## config.mk

```make
export PLATFORM = sky130hd
export DESIGN_NAME = pcm_channel_encoder_flat
export DESIGN_NICKNAME = d
export VERILOG_FILES = /design/src/rtl/pcm_channel_encoder_if.sv /design/src/rtl/pcm_channel_encoder.sv /design/src/flat_wrapper.sv
export SDC_FILE = /design/constraint.sdc
export NUM_CORES = 1
export LEC_CHECK = 0
export BUFFER_PORTS_ARGS = -buffer_cell sky130_fd_sc_hd__buf_4
export CAP_MARGIN = 10
export CORE_MARGIN = 2
export CORE_UTILIZATION = 52
export CTS_CLUSTER_DIAMETER = 60
export DETAILED_ROUTE_END_ITERATION = 7
export PLACE_DENSITY_LB_ADDON = 0.15
export SLEW_MARGIN = 20
export SYNTH_ARGS = -nofsm -noshare
export SYNTH_HDL_FRONTEND = slang
export SYNTH_SLANG_ARGS = --single-unit
```

## constraint.sdc

```tcl
create_clock -name CLOCK_Bit -period 2.66 [get_ports CLOCK_Bit]
set_clock_uncertainty 0.05 [all_clocks]
set_input_delay 0.133 -clock CLOCK_Bit [delete_from_list [all_inputs] [get_ports CLOCK_Bit]]
set_output_delay 0.133 -clock CLOCK_Bit [all_outputs]
set_load 0.05 [all_outputs]
```

## src/rtl/pcm_channel_encoder_if.sv

```systemverilog
// Channel-side bus of the PCM word encoder: config request, channel selects, data buses and line output.
// The master modport is the encoder; the slave side is the channel/ADC environment.
interface pcm_channel_encoder_if #(
    parameter int WORD_WIDTH      = 8,
    parameter int ADC_WIDTH       = 14,
    parameter int ID_WIDTH        = 6,
    parameter int CS_WIDTH        = 8,
    parameter int FRAME_CNT_WIDTH = 16
);
    logic [31:0]                Configer_Word;
    logic                       Config_Req;
    logic [4:0]                 Bit_Index;
    logic [ADC_WIDTH-1:0]       DataBus_Analog;
    logic                       CS_Analog;
    logic [ID_WIDTH-1:0]        ID_Analog;
    logic [WORD_WIDTH-1:0]      DataBus_Digtal;
    logic [CS_WIDTH-1:0]        CS_Digtal;
    logic [WORD_WIDTH-1:0]      DataBus_Extern;
    logic [CS_WIDTH-1:0]        CS_Extern;
    logic [FRAME_CNT_WIDTH-1:0] Counter_Frame;
    logic                       PCM;

    modport master (
        input  Configer_Word, DataBus_Analog, DataBus_Digtal, DataBus_Extern, Counter_Frame,
        output Config_Req, Bit_Index, CS_Analog, ID_Analog, CS_Digtal, CS_Extern, PCM
    );

    modport slave (
        output Configer_Word, DataBus_Analog, DataBus_Digtal, DataBus_Extern, Counter_Frame,
        input  Config_Req, Bit_Index, CS_Analog, ID_Analog, CS_Digtal, CS_Extern, PCM
    );
endinterface

```

## src/rtl/pcm_channel_encoder.sv

```systemverilog
// Per-channel PCM word encoder: bit counter, one-word-ahead config pipeline, channel selects,
// data capture at the word wrap, MSB-first serialisation with optional parity and NRZ-L/M/S coding.
module pcm_channel_encoder #(
    parameter int WORD_WIDTH      = 8,
    parameter int ADC_WIDTH       = 14,
    parameter int ID_WIDTH        = 6,
    parameter int CS_WIDTH        = 8,
    parameter int FRAME_CNT_WIDTH = 16
) (
    input logic                  CLOCK_Bit,
    input logic                  RESET,
    pcm_channel_encoder_if.master bus
);
    typedef enum logic [2:0] {
        CH_ANALOG_H    = 3'b000,
        CH_ANALOG_L    = 3'b001,
        CH_ANALOG_FREE = 3'b010,
        CH_DIGITAL     = 3'b011,
        CH_EXTERN      = 3'b100,
        CH_FIXED       = 3'b101,
        CH_COUNTER_H   = 3'b110,
        CH_COUNTER_L   = 3'b111
    } chan_type_e;

    typedef enum logic [1:0] {
        LC_NRZ_L = 2'b00,
        LC_NRZ_M = 2'b01,
        LC_NRZ_S = 2'b10,
        LC_RSVD  = 2'b11
    } line_code_e;

    localparam int          LOW_WIDTH   = ADC_WIDTH - WORD_WIDTH;
    localparam int          EXT_WIDTH   = ADC_WIDTH + WORD_WIDTH;
    localparam logic [4:0]  K_DATA_LAST = 5'(WORD_WIDTH - 1);
    localparam logic [4:0]  K_PARITY    = 5'(WORD_WIDTH);
    localparam logic [3:0]  SHIFT_MAX   = (ADC_WIDTH - 1 > 15) ? 4'd15 : 4'(ADC_WIDTH - 1);
    localparam logic [15:0] RESET_EXTRA = 16'hAAAA;

    logic [4:0]                 k_q;
    chan_type_e                 pend_type_q;
    logic [3:0]                 pend_shift_q;
    logic [15:0]                pend_extra_q;
    line_code_e                 pend_lc_q;
    logic                       pend_par_en_q;
    logic                       pend_par_odd_q;

    line_code_e                 tx_lc_q;
    logic                       tx_par_en_q;
    logic                       tx_par_bit_q;
    logic [WORD_WIDTH-1:0]      shift_q;
    logic [ADC_WIDTH-1:0]       sample_q;
    logic                       pcm_q;

    logic                       cs_analog_q;
    logic [ID_WIDTH-1:0]        id_analog_q;
    logic [CS_WIDTH-1:0]        cs_digital_q;
    logic [CS_WIDTH-1:0]        cs_extern_q;

    logic [4:0]                 k_last;
    logic                       wrap;
    logic [3:0]                 shift_amt;
    logic [LOW_WIDTH+WORD_WIDTH-1:0] low_ext;
    logic [EXT_WIDTH-1:0]       free_ext;
    logic [WORD_WIDTH-1:0]      analog_low;
    logic [WORD_WIDTH-1:0]      analog_free;
    logic [WORD_WIDTH-1:0]      word_d;
    line_code_e                 lc_now;
    logic                       tx_bit;
    logic                       line_level;

    // Word length follows the parity setting of the word on the line, so L changes only at a wrap.
    assign k_last = tx_par_en_q ? K_PARITY : K_DATA_LAST;
    assign wrap   = (k_q == k_last);

    assign shift_amt = (pend_shift_q > SHIFT_MAX) ? SHIFT_MAX : pend_shift_q;

    generate
        if (LOW_WIDTH > 0) begin : g_low
            assign low_ext = {sample_q[LOW_WIDTH-1:0], {WORD_WIDTH{1'b0}}};
        end else begin : g_no_low
            assign low_ext = '0;
        end
    endgenerate

    assign analog_low  = low_ext[LOW_WIDTH+WORD_WIDTH-1 -: WORD_WIDTH];
    assign free_ext    = {bus.DataBus_Analog, {WORD_WIDTH{1'b0}}} << shift_amt;
    assign analog_free = free_ext[EXT_WIDTH-1 -: WORD_WIDTH];

    always_comb begin
        word_d = '0;
        case (pend_type_q)
            CH_ANALOG_H:    word_d = bus.DataBus_Analog[ADC_WIDTH-1 -: WORD_WIDTH];
            CH_ANALOG_L:    word_d = analog_low;
            CH_ANALOG_FREE: word_d = analog_free;
            CH_DIGITAL:     word_d = bus.DataBus_Digtal;
            CH_EXTERN:      word_d = bus.DataBus_Extern;
            CH_FIXED:       word_d = pend_extra_q[WORD_WIDTH-1:0];
            CH_COUNTER_H:   word_d = bus.Counter_Frame[FRAME_CNT_WIDTH-1 -: WORD_WIDTH];
            CH_COUNTER_L:   word_d = bus.Counter_Frame[WORD_WIDTH-1:0];
            default:        word_d = '0;
        endcase
    end

    // At the wrap the first bit and its line code come straight from the word being captured.
    always_comb begin
        lc_now     = tx_lc_q;
        tx_bit     = 1'b0;
        line_level = 1'b0;
        if (wrap) begin
            lc_now = pend_lc_q;
            tx_bit = word_d[WORD_WIDTH-1];
        end else if ((k_q + 5'd1) < K_PARITY) begin
            tx_bit = shift_q[WORD_WIDTH-1];
        end else begin
            tx_bit = tx_par_bit_q;
        end
        case (lc_now)
            LC_NRZ_M: line_level = pcm_q ^ tx_bit;
            LC_NRZ_S: line_level = pcm_q ^ ~tx_bit;
            default:  line_level = tx_bit;
        endcase
    end

    always_ff @(posedge CLOCK_Bit) begin
        if (RESET) begin
            k_q            <= K_DATA_LAST;
            pend_type_q    <= CH_FIXED;
            pend_shift_q   <= '0;
            pend_extra_q   <= RESET_EXTRA;
            pend_lc_q      <= LC_NRZ_L;
            pend_par_en_q  <= 1'b0;
            pend_par_odd_q <= 1'b0;
        end else begin
            k_q <= wrap ? 5'd0 : k_q + 5'd1;
            if (k_q == 5'd1) begin
                pend_lc_q      <= line_code_e'(bus.Configer_Word[31:30]);
                pend_par_en_q  <= bus.Configer_Word[29];
                pend_par_odd_q <= bus.Configer_Word[28];
                pend_type_q    <= chan_type_e'(bus.Configer_Word[22:20]);
                pend_shift_q   <= bus.Configer_Word[19:16];
                pend_extra_q   <= bus.Configer_Word[15:0];
            end
        end
    end

    always_ff @(posedge CLOCK_Bit) begin
        if (RESET) begin
            cs_analog_q  <= 1'b0;
            id_analog_q  <= '0;
            cs_digital_q <= '0;
            cs_extern_q  <= '0;
        end else if (k_q == 5'd1) begin
            cs_analog_q  <= 1'b0;
            cs_digital_q <= '0;
            cs_extern_q  <= '0;
        end else if (k_q == 5'd2) begin
            case (pend_type_q)
                CH_ANALOG_H, CH_ANALOG_FREE: begin
                    cs_analog_q <= 1'b1;
                    id_analog_q <= pend_extra_q[ID_WIDTH-1:0];
                end
                CH_DIGITAL: cs_digital_q <= pend_extra_q[CS_WIDTH-1:0];
                CH_EXTERN:  cs_extern_q  <= pend_extra_q[CS_WIDTH-1:0];
                default:    ;
            endcase
        end
    end

    // pcm_q doubles as the NRZ level register, so it stays continuous across words and code changes.
    always_ff @(posedge CLOCK_Bit) begin
        if (RESET) begin
            tx_lc_q      <= LC_NRZ_L;
            tx_par_en_q  <= 1'b0;
            tx_par_bit_q <= 1'b0;
            shift_q      <= '0;
            sample_q     <= '0;
            pcm_q        <= 1'b0;
        end else begin
            pcm_q <= line_level;
            if (wrap) begin
                shift_q      <= {word_d[WORD_WIDTH-2:0], 1'b0};
                tx_lc_q      <= pend_lc_q;
                tx_par_en_q  <= pend_par_en_q;
                tx_par_bit_q <= (^word_d) ^ pend_par_odd_q;
                if (pend_type_q == CH_ANALOG_H) begin
                    sample_q <= bus.DataBus_Analog;
                end
            end else begin
                shift_q <= {shift_q[WORD_WIDTH-2:0], 1'b0};
            end
        end
    end

    assign bus.PCM        = pcm_q;
    assign bus.Config_Req = (k_q == 5'd0);
    assign bus.Bit_Index  = k_q;
    assign bus.CS_Analog  = cs_analog_q;
    assign bus.ID_Analog  = id_analog_q;
    assign bus.CS_Digtal  = cs_digital_q;
    assign bus.CS_Extern  = cs_extern_q;

    logic unused_bits;
    assign unused_bits = ^{bus.Configer_Word[27:23], pend_extra_q, sample_q, low_ext, free_ext,
                           bus.Counter_Frame};
endmodule

```

## src/flat_wrapper.sv

```systemverilog
// flat-port wrapper written by rule: the top's interface ports become plain ports
module pcm_channel_encoder_flat 
#(
    parameter int WORD_WIDTH      = 8,
    parameter int ADC_WIDTH       = 14,
    parameter int ID_WIDTH        = 6,
    parameter int CS_WIDTH        = 8,
    parameter int FRAME_CNT_WIDTH = 16
)
  (CLOCK_Bit, RESET, bus_Configer_Word, bus_DataBus_Analog, bus_DataBus_Digtal, bus_DataBus_Extern, bus_Counter_Frame, bus_Config_Req, bus_Bit_Index, bus_CS_Analog, bus_ID_Analog, bus_CS_Digtal, bus_CS_Extern, bus_PCM);
  pcm_channel_encoder_if #(.WORD_WIDTH(WORD_WIDTH), .ADC_WIDTH(ADC_WIDTH), .ID_WIDTH(ID_WIDTH), .CS_WIDTH(CS_WIDTH), .FRAME_CNT_WIDTH(FRAME_CNT_WIDTH)) bus_i ();
  input logic CLOCK_Bit;
  input logic RESET;
  input wire logic [$bits(bus_i.Configer_Word)-1:0] bus_Configer_Word;
  input wire logic [$bits(bus_i.DataBus_Analog)-1:0] bus_DataBus_Analog;
  input wire logic [$bits(bus_i.DataBus_Digtal)-1:0] bus_DataBus_Digtal;
  input wire logic [$bits(bus_i.DataBus_Extern)-1:0] bus_DataBus_Extern;
  input wire logic [$bits(bus_i.Counter_Frame)-1:0] bus_Counter_Frame;
  output wire logic [$bits(bus_i.Config_Req)-1:0] bus_Config_Req;
  output wire logic [$bits(bus_i.Bit_Index)-1:0] bus_Bit_Index;
  output wire logic [$bits(bus_i.CS_Analog)-1:0] bus_CS_Analog;
  output wire logic [$bits(bus_i.ID_Analog)-1:0] bus_ID_Analog;
  output wire logic [$bits(bus_i.CS_Digtal)-1:0] bus_CS_Digtal;
  output wire logic [$bits(bus_i.CS_Extern)-1:0] bus_CS_Extern;
  output wire logic [$bits(bus_i.PCM)-1:0] bus_PCM;
  assign bus_i.Configer_Word = bus_Configer_Word;
  assign bus_i.DataBus_Analog = bus_DataBus_Analog;
  assign bus_i.DataBus_Digtal = bus_DataBus_Digtal;
  assign bus_i.DataBus_Extern = bus_DataBus_Extern;
  assign bus_i.Counter_Frame = bus_Counter_Frame;
  assign bus_Config_Req = bus_i.Config_Req;
  assign bus_Bit_Index = bus_i.Bit_Index;
  assign bus_CS_Analog = bus_i.CS_Analog;
  assign bus_ID_Analog = bus_i.ID_Analog;
  assign bus_CS_Digtal = bus_i.CS_Digtal;
  assign bus_CS_Extern = bus_i.CS_Extern;
  assign bus_PCM = bus_i.PCM;
  pcm_channel_encoder #(.WORD_WIDTH(WORD_WIDTH), .ADC_WIDTH(ADC_WIDTH), .ID_WIDTH(ID_WIDTH), .CS_WIDTH(CS_WIDTH), .FRAME_CNT_WIDTH(FRAME_CNT_WIDTH)) u_core (.CLOCK_Bit(CLOCK_Bit), .RESET(RESET), .bus(bus_i));
endmodule
```

==> summary.txt, run 1 <==
Worst setup path
  – Critical Path AT: 2.82 ns
  – CP dominant cell by count: xnor2_1
  – Critical Path RT: 2.87 ns
  – Critical path buffer and inverter count: 3
  – CP max FO: 8
  – Startpoint Class: flip-flop
  – CP endpoint kind: flip-flop
  – Worst path slowest cell: dfxtp_1
  – CP cell instances: buf_6 -> clkinvlp_4 -> buf_4 -> nor2_1 -> o2bb2ai_1 -> a221oi_2 -> o22ai_2 -> xnor2_1 -> xnor2_1 -> xnor3_1 -> a211oi_2
  – Crit path kind: reg -> reg
  – Delay-heaviest family, CP: compound AO/OA/AOI/OAI gates
  – Worst stage delay on the critical path: 0.37 ns

Outcome
  – Status: completed

Synth
  – Synthesized netlist cell count: ~450
  – Number of synthesized flops with an enable pin: 0
  – Yosys warns: 0
  – Netlist cell types: 57
  – FFs w/ async S/R, synth: 0
  – Sequential area share after synthesis: 0.349
  – Mean post-synth cell area: 8.23 um^2
  – Primary FF master, synth: dfxtp_1
  – Synth Cell Area: around 0.0037 mm^2
  – Yosys reg bits: 65
  – Total nets after synthesis: approximately 540

Clock tree
  – Clk_lat worst skew: roughly 0.34 ns
  – CTS root buf: clkbuf_8
  – CTS clk-pin slew, worst paths: 0.08 ns
  – Clock sinks: 65
  – Bufs on Longest Clock Path: 2
  – CTS Buf Count: 9
  – H-tree levels: 3
  – CTS tree: built

Detailed routing
  – Initial drt markers: 228
  – Final wirelength: 11.6 mm
  – Wirelength per Cell: 17.1 um
  – Detailed-route DRC error count: 0
  – Total number of vias: between 3000 and 4000
  – Drt pass-1 iters: 4
  – Vias per inst: 5.70
  – Antenna viol nets, final: 0

Cells and area
  – Commonest non-fill, non-tap cells in the layout: buf_4 (129), nor2_1 (68), dfxtp_1 (62)
  – Area delta synth->final: 36.3%
  – N_diodes: 0
  – Finished Core Util: 0.740
  – Most common cell after layout, fill and taps aside: buf_4
  – Fraction of layout cells with a size suffix above 1: 0.310
  – Final cell count without fillers: around 700
  – Nets: 664

Timing
  – Slew Viols, Final: 0
  – Final Hold Slack: 0.0252 ns
  – Hold violation count in the final report: 0
  – Setup TNS: 0 ns
  – Maximum clock frequency: 0.384 GHz
  – Tcrit/Tclk final: 0.979
  – Slew HR: 0.517
  – # setup viols final: 0
  – Final min period: approximately 2.6 ns
  – Worst-Margin Slew: slightly above 0.7 ns

Hold path
  – Min-Delay Path Class: in -> reg

Floorplan
  – Chip width: 88.7 um
  – FP Rows: 30
  – Core Box Area: about 0.007 mm^2
  – Full die area: 0.00786 mm^2
  – Initial core utilization: 0.543
  – Die Ht: 88.7 um
  – IO Pins: 110

Global routing
  – Vias in the first global route: 3683
  – Global-route wire length before repair: 18.1 mm
  – Total gr overflow: 0
  – Global Route Usage Sum: 0.301
  – Largest net degree at the start of global routing: 50
  – Initial antenna violation count: 0

Power and ir drop
  – Pleak: 0.00217 uW
  – Worst IR Drop VDD: ~660 uV
  – Pwr/cell area: 747 mW/mm^2
  – PnR Total Power: 3790 uW

Place
  – Post-DP HPWL: 8.23 mm
  – Port Buffers: 96
  – Placed cells: 646
  – Global placer's final weighted congestion: 0.910

Run
  – MaxCap Viol Count: 0
registers in the layout (all words and copies together), names as in the netlist:
signal and flops:
u_core.bus.Bit_Index 5, u_core.pend_lc_q 2, u_core.sample_q 6, u_core.pend_type_q 3, u_core.pend_par_odd_q 1, u_core.tx_par_en_q 1
u_core.shift_q 7, u_core.bus.CS_Extern 8, u_core.tx_par_bit_q 1, u_core.bus.ID_Analog 6, u_core.bus.CS_Digtal 8, u_core.pend_par_en_q 1
u_core.bus.CS_Analog 1, u_core.bus.PCM 1, u_core.pend_shift_q 4, u_core.tx_lc_q 2, u_core.pend_extra_q 8
where the power goes:
group	switching (uW)	internal (uW)	total, uW
Combinational	939	807	1750
Clock	413	392	805
Sequential	138	1100	1240
area by class of cell:
cell class	count	area (um^2)
multi-input cells	346	2270
fillers	544	1790
flip-flops and latches	65	1310
repair buffers	146	1150
clock buffers	11	151
well taps	96	120
inverters	11	45.0
clock inverters	5	37.5
metal layers:
| metal | up-vias | GRT usage | wire length [um] |
|---|---|---|---|
| met3 | 22 | 0.0550 | 784 |
| li1 | 1849 | - | - |
| met1 | 1839 | 0.390 | 5010 |
| met2 | 163 | 0.501 | 5650 |
| met4 | 0 | 0.109 | 204 |
| met5 | - | 0 | 0 |
tightest hold or removal path, cell delays in order:
cell and delay, ns:
buf_4 0.11, nand2_1 0.07, a21oi_1 0.06
synth_stat cells, types with 2 or more instances:
| master | instances | share of area |
|---|---|---|
| nor2_1 | 69 | 0.069 |
| o21ai_0 | 9 | 0.012 |
| xor2_1 | 3 | 0.0071 |
| a221oi_1 | 2 | 0.0047 |
| nand3b_1 | 7 | 0.014 |
| o311ai_0 | 2 | 0.0047 |
| inv_1 | 11 | 0.011 |
| and2_1 | 2 | 0.0034 |
| and3_1 | 3 | 0.0050 |
| o2bb2ai_1 | 3 | 0.0071 |
| a31oi_1 | 7 | 0.012 |
| a21oi_1 | 35 | 0.047 |
| mux2_2 | 7 | 0.021 |
| xnor2_1 | 7 | 0.016 |
| o221ai_1 | 2 | 0.0047 |
| nand2b_1 | 4 | 0.0067 |
| nand2_1 | 52 | 0.052 |
| mux2i_1 | 46 | 0.12 |
| o32ai_1 | 3 | 0.0071 |
| o211ai_1 | 3 | 0.0060 |
| nor2b_1 | 5 | 0.0084 |
| buf_6 | 2 | 0.0060 |
| a21o_1 | 5 | 0.010 |
| buf_2 | 10 | 0.013 |
| a211oi_1 | 2 | 0.0040 |
| nor3b_1 | 3 | 0.0060 |
| nand4_1 | 2 | 0.0034 |
| ha_1 | 5 | 0.017 |
| nand3_1 | 18 | 0.024 |
| buf_4 | 3 | 0.0060 |
| nor3_1 | 12 | 0.016 |
| mux4_2 | 2 | 0.012 |
| dfxtp_1 | 65 | 0.35 |
| o22ai_1 | 4 | 0.0067 |
| clkbuf_1 | 16 | 0.016 |
cell families after synthesis:
| group | Yosys count | synth area share |
|---|---|---|
| xor+xnor | 12 | 0.0339 |
| buf+inv | 42 | 0.0527 |
| mux | 55 | 0.157 |
| fa+ha+maj | 5 | 0.0168 |
| simple gates | 183 | 0.225 |
| flops | 65 | 0.349 |
| compound gates | 91 | 0.166 |
what timing repair did:
| action | 4_1_cts | 5_1_grt |
|---|---|---|
| hold buffers | 15 | 0 |
| setup endpoints to repair | 0 | 1 |
| setup buffers | 0 | 3 |
| gates resized for setup | 0 | 15 |
| hold endpoints to repair | 15 | 0 |
worst paths after layout:
| check | from | endpoint | slack (ns) | cells past startpoint |
|---|---|---|---|---|
| setup reg to reg | u_core.pend_type_q[2]$_SDFFE_PP1P_ | u_core.tx_par_bit_q$_SDFFE_PP0P_ | 0.06 | 11 |
| hold / removal | bus_Configer_Word[29] | u_core.pend_par_en_q$_SDFFE_PP0P_ | 0.03 | 3 |
| hold reg to reg | u_core.shift_q[1]$_SDFF_PP0_ | u_core.shift_q[2]$_SDFF_PP0_ | 0.40 | 2 |
| setup / recovery | u_core.pend_type_q[2]$_SDFFE_PP1P_ | u_core.tx_par_bit_q$_SDFFE_PP0P_ | 0.06 | 11 |
per-stage QoR:
stage / setup slack [ns] / area, um^2
2_1_floorplan: 0.0779 / 3730
3_3_place_gp: 0.115 / 4670
3_5_place_dp: 0.0731 / 4670
4_1_cts: 0.0485 / 5010
5_1_grt: -0.0638 / 5080
6_report: 0.0562 / 5080
Note: power is estimated with default switching activity, not from simulation.
==> run 2: changes to the inputs <==
- PLACE_DENSITY: unset -> 0.8
- PLACE_DENSITY_LB_ADDON: 0.15 -> unset
==> run 2 against run 1 <==
The flow now finishes with violations (negative hold slack). Sequential cell count unchanged. Final area is 3.7% higher. Combinational power is 3% higher. Routed wire length increased by 1.0%. Worst setup slack better by 0.058 ns. Clock power rose by 22%. Sequential share of layout area down 0.78 points.
==> summary.txt, run 2 (synthesis results as in run 1) <==
Outcome
  – Status: finished, violations left
  – Failing checks: negative hold slack

Worst setup path
  – CP max FO: 8
  – Worst path slowest cell: xnor3_1
  – CP cell instances: buf_12 -> mux2i_2 -> o22ai_1 -> a31oi_2 -> nand3b_1 -> o211ai_1 -> xnor2_1 -> xnor2_1 -> xnor3_1 -> a211oi_2
  – CP endpoint kind: flip-flop
  – Critical Path RT: approximately 2.9 ns
  – Worst stage delay on the critical path: 0.42 ns
  – Startpoint Class: flip-flop
  – CP dominant cell by count: xnor2_1
  – Crit path kind: reg -> reg
  – Critical Path AT: 2.76 ns

Power and ir drop
  – Sequential share of power: 0.309
  – Pint: 2550 uW
  – Worst IR Drop VDD: between 400 and 500 uV
  – Sw Pwr: about 1500 uW
  – Sw Share: 0.368
  – Clock power frac: 0.244
  – Pleak: 0.00226 uW
  – Pwr/cell area: 766 mW/mm^2
  – Gate power share: 0.447

Cells and area
  – Multi-input gate area: about 0.0023 mm^2
  – Commonest non-fill, non-tap cells in the layout: buf_4 (131), nor2_1 (68), dfxtp_1 (60)
  – Post-route cell area: 0.00527 mm^2
  – Nets: 671
  – Fill cells: 514
  – N_diodes: 0
  – Fraction of layout cells with a size suffix above 1: 0.327
  – Area delta synth->final: 41.4%
  – Most common cell after layout, fill and taps aside: buf_4
  – Register area: 0.00131 mm^2

Global routing
  – Global-route wire length before repair: roughly 18 mm
  – Vias in the first global route: 3728
  – Largest net degree at the start of global routing: 50
  – Global Route Usage Sum: 0.297
  – Total gr overflow: 0
  – Initial antenna violation count: 0

Floorplan
  – IO Pins: 110
  – Initial core utilization: 0.543
  – FP Rows: 30
  – Die Ht: between 80 and 90 um
  – Full die area: 0.00786 mm^2
  – Chip width: ~89 um
  – Core Box Area: just under 0.007 mm^2

Clock tree
  – H-tree levels: 3
  – CTS Buf Count: 9
  – CTS root buf: clkbuf_8
  – CTS clk-pin slew, worst paths: 0.08 ns
  – CTS tree: built
  – Clock sinks: 65
  – Bufs on Longest Clock Path: 2
  – Clk_lat worst skew: 0.35 ns

Detailed routing
  – Total number of vias: ~3800
  – Antenna viol nets, final: 0
  – Final wirelength: 11.8 mm
  – Drt pass-1 iters: 5
  – Wirelength per Cell: 17.1 um
  – Initial drt markers: 205
  – Detailed-route DRC error count: 0
  – Vias per inst: 5.59

Hold path
  – Min-Delay Path Class: in -> reg

Timing
  – Worst-Margin Slew: 0.640 ns
  – Maximum clock frequency: 0.393 GHz
  – Slew Viols, Final: 0
  – # setup viols final: 0
  – Slew HR: 0.573
  – Hold violation count in the final report: 1
  – Final WS setup: 0.115 ns
  – Setup TNS: 0 ns
  – Tcrit/Tclk final: 0.957
  – Final min period: 2.55 ns
  – Final Hold Slack: -0.00117 ns

Place
  – Setup WS pre-CTS: 0.108 ns
  – Placed inst area: roughly 0.0047 mm^2
  – Global placer's final weighted congestion: 1.04
  – Port Buffers: 96
  – Post-DP HPWL: 8.24 mm

Run
  – MaxCap Viol Count: 0
-- run 2: cell types whose count changed in the layout (fill, tap and decap cells not counted), sizes merged --
cell,change
bufinv,+2
dlygate4sd3,+3
clkbuf,+1
clkinv,-2
inv,+2
buf,+3
clkinvlp,-2
-- run 2: path summary, 6_finish.rpt --
kind / from / end / slack, ns / depth (start not counted)
setup reg to reg: u_core.pend_shift_q[0]$_SDFFE_PP0P_ / u_core.tx_par_bit_q$_SDFFE_PP0P_ / 0.11 / 10
setup / recovery: u_core.pend_shift_q[0]$_SDFFE_PP0P_ / u_core.tx_par_bit_q$_SDFFE_PP0P_ / 0.11 / 10
hold / removal: bus_Configer_Word[21] / u_core.pend_type_q[1]$_SDFFE_PP0P_ / -0.001 / 3
hold reg to reg: u_core.shift_q[1]$_SDFF_PP0_ / u_core.shift_q[2]$_SDFF_PP0_ / 0.40 / 2
-- run 2: per-layer routing --
layer  up-vias  routed length, um  global-route usage  part of all wire
li1       1861                  -                   -                 -
met1      1800               4920               0.367              0.42
met2       149               5700               0.497              0.48
met3        29                869              0.0868             0.074
met4         0                271               0.101             0.023
met5         -                  0                   0                 0
-- run 2: through the flow --
step | std cells | power, uW | util
floorplan | 453 | 2420 | -
global placement | 645 | 2850 | 0.678
detailed placement | 645 | 2890 | 0.678
CTS | 679 | 3890 | 0.739
global route | 687 | 4240 | 0.767
finish | 687 | 4030 | 0.767
-- run 2: critical path: cells and delay by family, from the launching register on --
kind	cells	cell delay (ns)
buffers and inverters	1	0.14
muxes	1	0.26
DFF	1	0.38
xor gates and xnor gates	3	0.76
and+or+nand+nor	1	0.15
AOI/OAI and AO/OA	4	0.70
-- run 2: final cells by class --
type | instances | area share
clock buffers | 11 | 0.0287
inverters | 11 | 0.00784
multi-input cells | 346 | 0.442
well taps | 96 | 0.0228
repair buffers | 153 | 0.234
flip-flops and latches | 65 | 0.249
clock inverters | 5 | 0.0161
-- run 2: timing repair --
item,in CTS,in global routing
hold buffers,18,0
endpoints found under the hold margin,18,0
buffers inserted,0,7
gates resized for setup,0,27
endpoints found under the setup margin,0,1
-- run 2: power groups by stage --
stage	registers (uW)	logic, uW	clock network, uW
6_report	1250	1800	986
5_1_grt	1260	1950	1030
4_1_cts	1240	1660	993
3_5_place_dp	1260	1630	0
3_3_place_gp	1250	1600	0
2_1_floorplan	1310	1110	0
==> run 3: changes to the inputs <==
--- a/config.mk
+++ b/config.mk
@@ -9,2 +9,3 @@
 export CAP_MARGIN = 10
+export CORE_ASPECT_RATIO = 1.75
 export CORE_MARGIN = 2
==> constraint.sdc (replaced) <==
create_clock -name CLOCK_Bit -period 2.66 [get_ports CLOCK_Bit]
set_clock_uncertainty 0.05 [all_clocks]
set_input_delay 0.532 -clock CLOCK_Bit [delete_from_list [all_inputs] [get_ports CLOCK_Bit]]
set_output_delay 0.532 -clock CLOCK_Bit [all_outputs]
set_load 0.05 [all_outputs]
==> run 3 against run 2 <==
The run now ends clean. Combinational power increased by 3%. Sequential power barely moved. Critical path depth stayed put. Routed wire length rose by 3.9%. Non-clock buffer count fell by 7. Global-route usage up 2.5 points. Final area shrank 0.71%. Total power up 5.9%. Die area is 0.34% higher. Via count up 0.70%. Utilization shrank 0.96 points. Critical path type unchanged. Critical endpoint unchanged.
==> summary.txt, run 3 (synthesis results as in run 1) <==
Floorplan
  – Die Ht: 116 um
  – Full die area: around 0.0079 mm^2
  – IO Pins: 110
  – Core Box Area: 0.00691 mm^2
  – Chip width: 68 um
  – FP Rows: 40
  – Initial core utilization: 0.540

Timing
  – RSZ-0062 raised after global routing: yes
  – Hold violation count in the final report: 0
  – Tcrit/Tclk final: 0.991
  – Maximum clock frequency: roughly 0.38 GHz
  – Slew HR: 0.580
  – Worst-Margin Slew: 0.629 ns
  – Slew Viols, Final: 0
  – # setup viols final: 0
  – Final min period: 2.64 ns
  – Final WS setup: 0.0232 ns

Detailed routing
  – Vias per inst: 5.80
  – DRT met1 WL: 4.40 mm
  – WL met3: 720 um
  – Top sig layer: met4
  – Total number of vias: 3866
  – Antenna viol nets, final: 0
  – Wirelength per Cell: roughly 18 um
  – Met2 routed WL: 6.41 mm
  – Drt pass-1 iters: 5
  – Detailed-route DRC error count: 0
  – Initial drt markers: 265
  – Final wirelength: ~12 mm

Global routing
  – Initial antenna violation count: 0
  – Largest net degree at the start of global routing: 50
  – Total gr overflow: 0
  – Global Route Usage Sum: 0.322
  – Vias in the first global route: 3944
  – Global-route wire length before repair: 18.8 mm

Power and ir drop
  – Pleak: 0.00229 uW
  – Sequential share of power: 0.294
  – Worst IR Drop VDD: 689 uV
  – Pwr/cell area: 817 mW/mm^2
  – Pint: 2760 uW
  – Sw Share: 0.355
  – Clock power frac: 0.273
  – Gate power share: 0.433
  – Sw Pwr: 1520 uW

Cells and area
  – Area delta synth->final: 40.3%
  – Commonest non-fill, non-tap cells in the layout: buf_4 (139), nor2_1 (68), dfxtp_1 (59)
  – N_diodes: 0
  – Most common cell after layout, fill and taps aside: buf_4
  – Nets: 664
  – Final cell count without fillers: 667
  – Fraction of layout cells with a size suffix above 1: 0.338
  – Fill cells: 521

Worst setup path
  – Critical Path RT: roughly 2.9 ns
  – CP max FO: 8
  – Worst stage delay on the critical path: around 0.38 ns
  – Worst path slowest cell: a221oi_2
  – CP dominant cell by count: xnor2_2
  – Worst R2R Setup Slack: approximately 0.023 ns
  – CP cell instances: buf_12 -> mux2i_4 -> o32ai_2 -> a41oi_2 -> o22ai_1 -> a221oi_2 -> xnor2_2 -> xnor2_2 -> xnor3_1 -> a211oi_2
  – Startpoint Class: flip-flop
  – Crit path kind: reg -> reg
  – Critical Path AT: 2.83 ns
  – CP endpoint kind: flip-flop

Clock tree
  – Bufs on Longest Clock Path: 2
  – H-tree levels: 3
  – Clock sinks: 65
  – CTS Buf Count: 9
  – CTS root buf: clkbuf_16
  – CTS clk-pin slew, worst paths: 0.05 ns
  – Clk_lat worst skew: 0.33 ns
  – Hold-fix buffers, CTS: 0
  – CTS tree: built

Outcome
  – Status: completed

Place
  – Placed cells: 638
  – Setup WS pre-CTS: -0.0728 ns
  – Port Buffers: between 90 and 100
  – Post-DP HPWL: roughly 8.6 mm
  – Global placer's final weighted congestion: 0.906

Run
  – MaxCap Viol Count: 0

Hold path
  – Min-Delay Path Class: in -> reg
-- run 3: critical path: cells and delay by family, from the launching register on --
kind,cells,cell delay (ns)
buf+inv,1,0.14
xor+xnor,3,0.68
flops,1,0.37
mux,1,0.25
compound gates,5,1.07
-- run 3: through the flow --
stage / power [uW] / hold WS (ns) / utilization / area, um^2 / TNS [ns]
6_report: 4270 / 0.365 / 0.757 / 5230 / 0
5_1_grt: 4480 / 0.364 / 0.757 / 5230 / -0.0635
4_1_cts: 4190 / 0.355 / 0.741 / 5120 / 0
3_5_place_dp: 2930 / 0.383 / 0.682 / 4710 / -0.0728
3_3_place_gp: 2890 / 0.379 / 0.682 / 4710 / -0.00304
2_1_floorplan: 2420 / 0.372 / - / 3730 / 0
-- run 3: layout make-up --
| class | count | area [um^2] | share of cell area |
|---|---|---|---|
| Clock inverter | 3 | 40.0 | 0.00765 |
| Inverter | 11 | 45.0 | 0.00861 |
| Tap cell | 84 | 105 | 0.0201 |
| Timing Repair Buffer | 146 | 1190 | 0.227 |
| Sequential cell | 65 | 1310 | 0.251 |
| Clock buffer | 12 | 256 | 0.0490 |
| Multi-Input combinational cell | 346 | 2280 | 0.437 |
-- run 3: worst paths after layout --
path,cells after the start,end,startpoint
hold reg to reg,2,u_core.shift_q[6]$_SDFF_PP0_,u_core.shift_q[5]$_SDFF_PP0_
setup / recovery,10,u_core.tx_par_bit_q$_SDFFE_PP0P_,u_core.pend_shift_q[0]$_SDFFE_PP0P_
setup reg to reg,10,u_core.tx_par_bit_q$_SDFFE_PP0P_,u_core.pend_shift_q[0]$_SDFFE_PP0P_
hold / removal,2,u_core.pend_type_q[2]$_SDFFE_PP1P_,bus_Configer_Word[22]
-- run 3: repair_timing --
action                     4_1_cts  5_1_grt
pin swaps                        4        9
gates resized for setup          9       10
gates cloned                     1        1
buffers inserted                 6        6
setup endpoints to repair        1        1
-- run 3: metal layers --
| metal | global-route usage | vias to the layer above |
|---|---|---|
| met5 | 0 | - |
| met4 | 0.232 | 0 |
| met3 | 0.0621 | 43 |
| met2 | 0.552 | 161 |
| met1 | 0.339 | 1810 |
| li1 | - | 1852 |
-- run 3: power by group through the flow --
stage	combinational [uW]	sequential, uW	clock (uW)
global placement	1640	1260	0
detailed placement	1670	1260	0
CTS	1760	1250	1180
floorplan	1110	1310	0
global route	2000	1270	1220
finish	1850	1260	1170
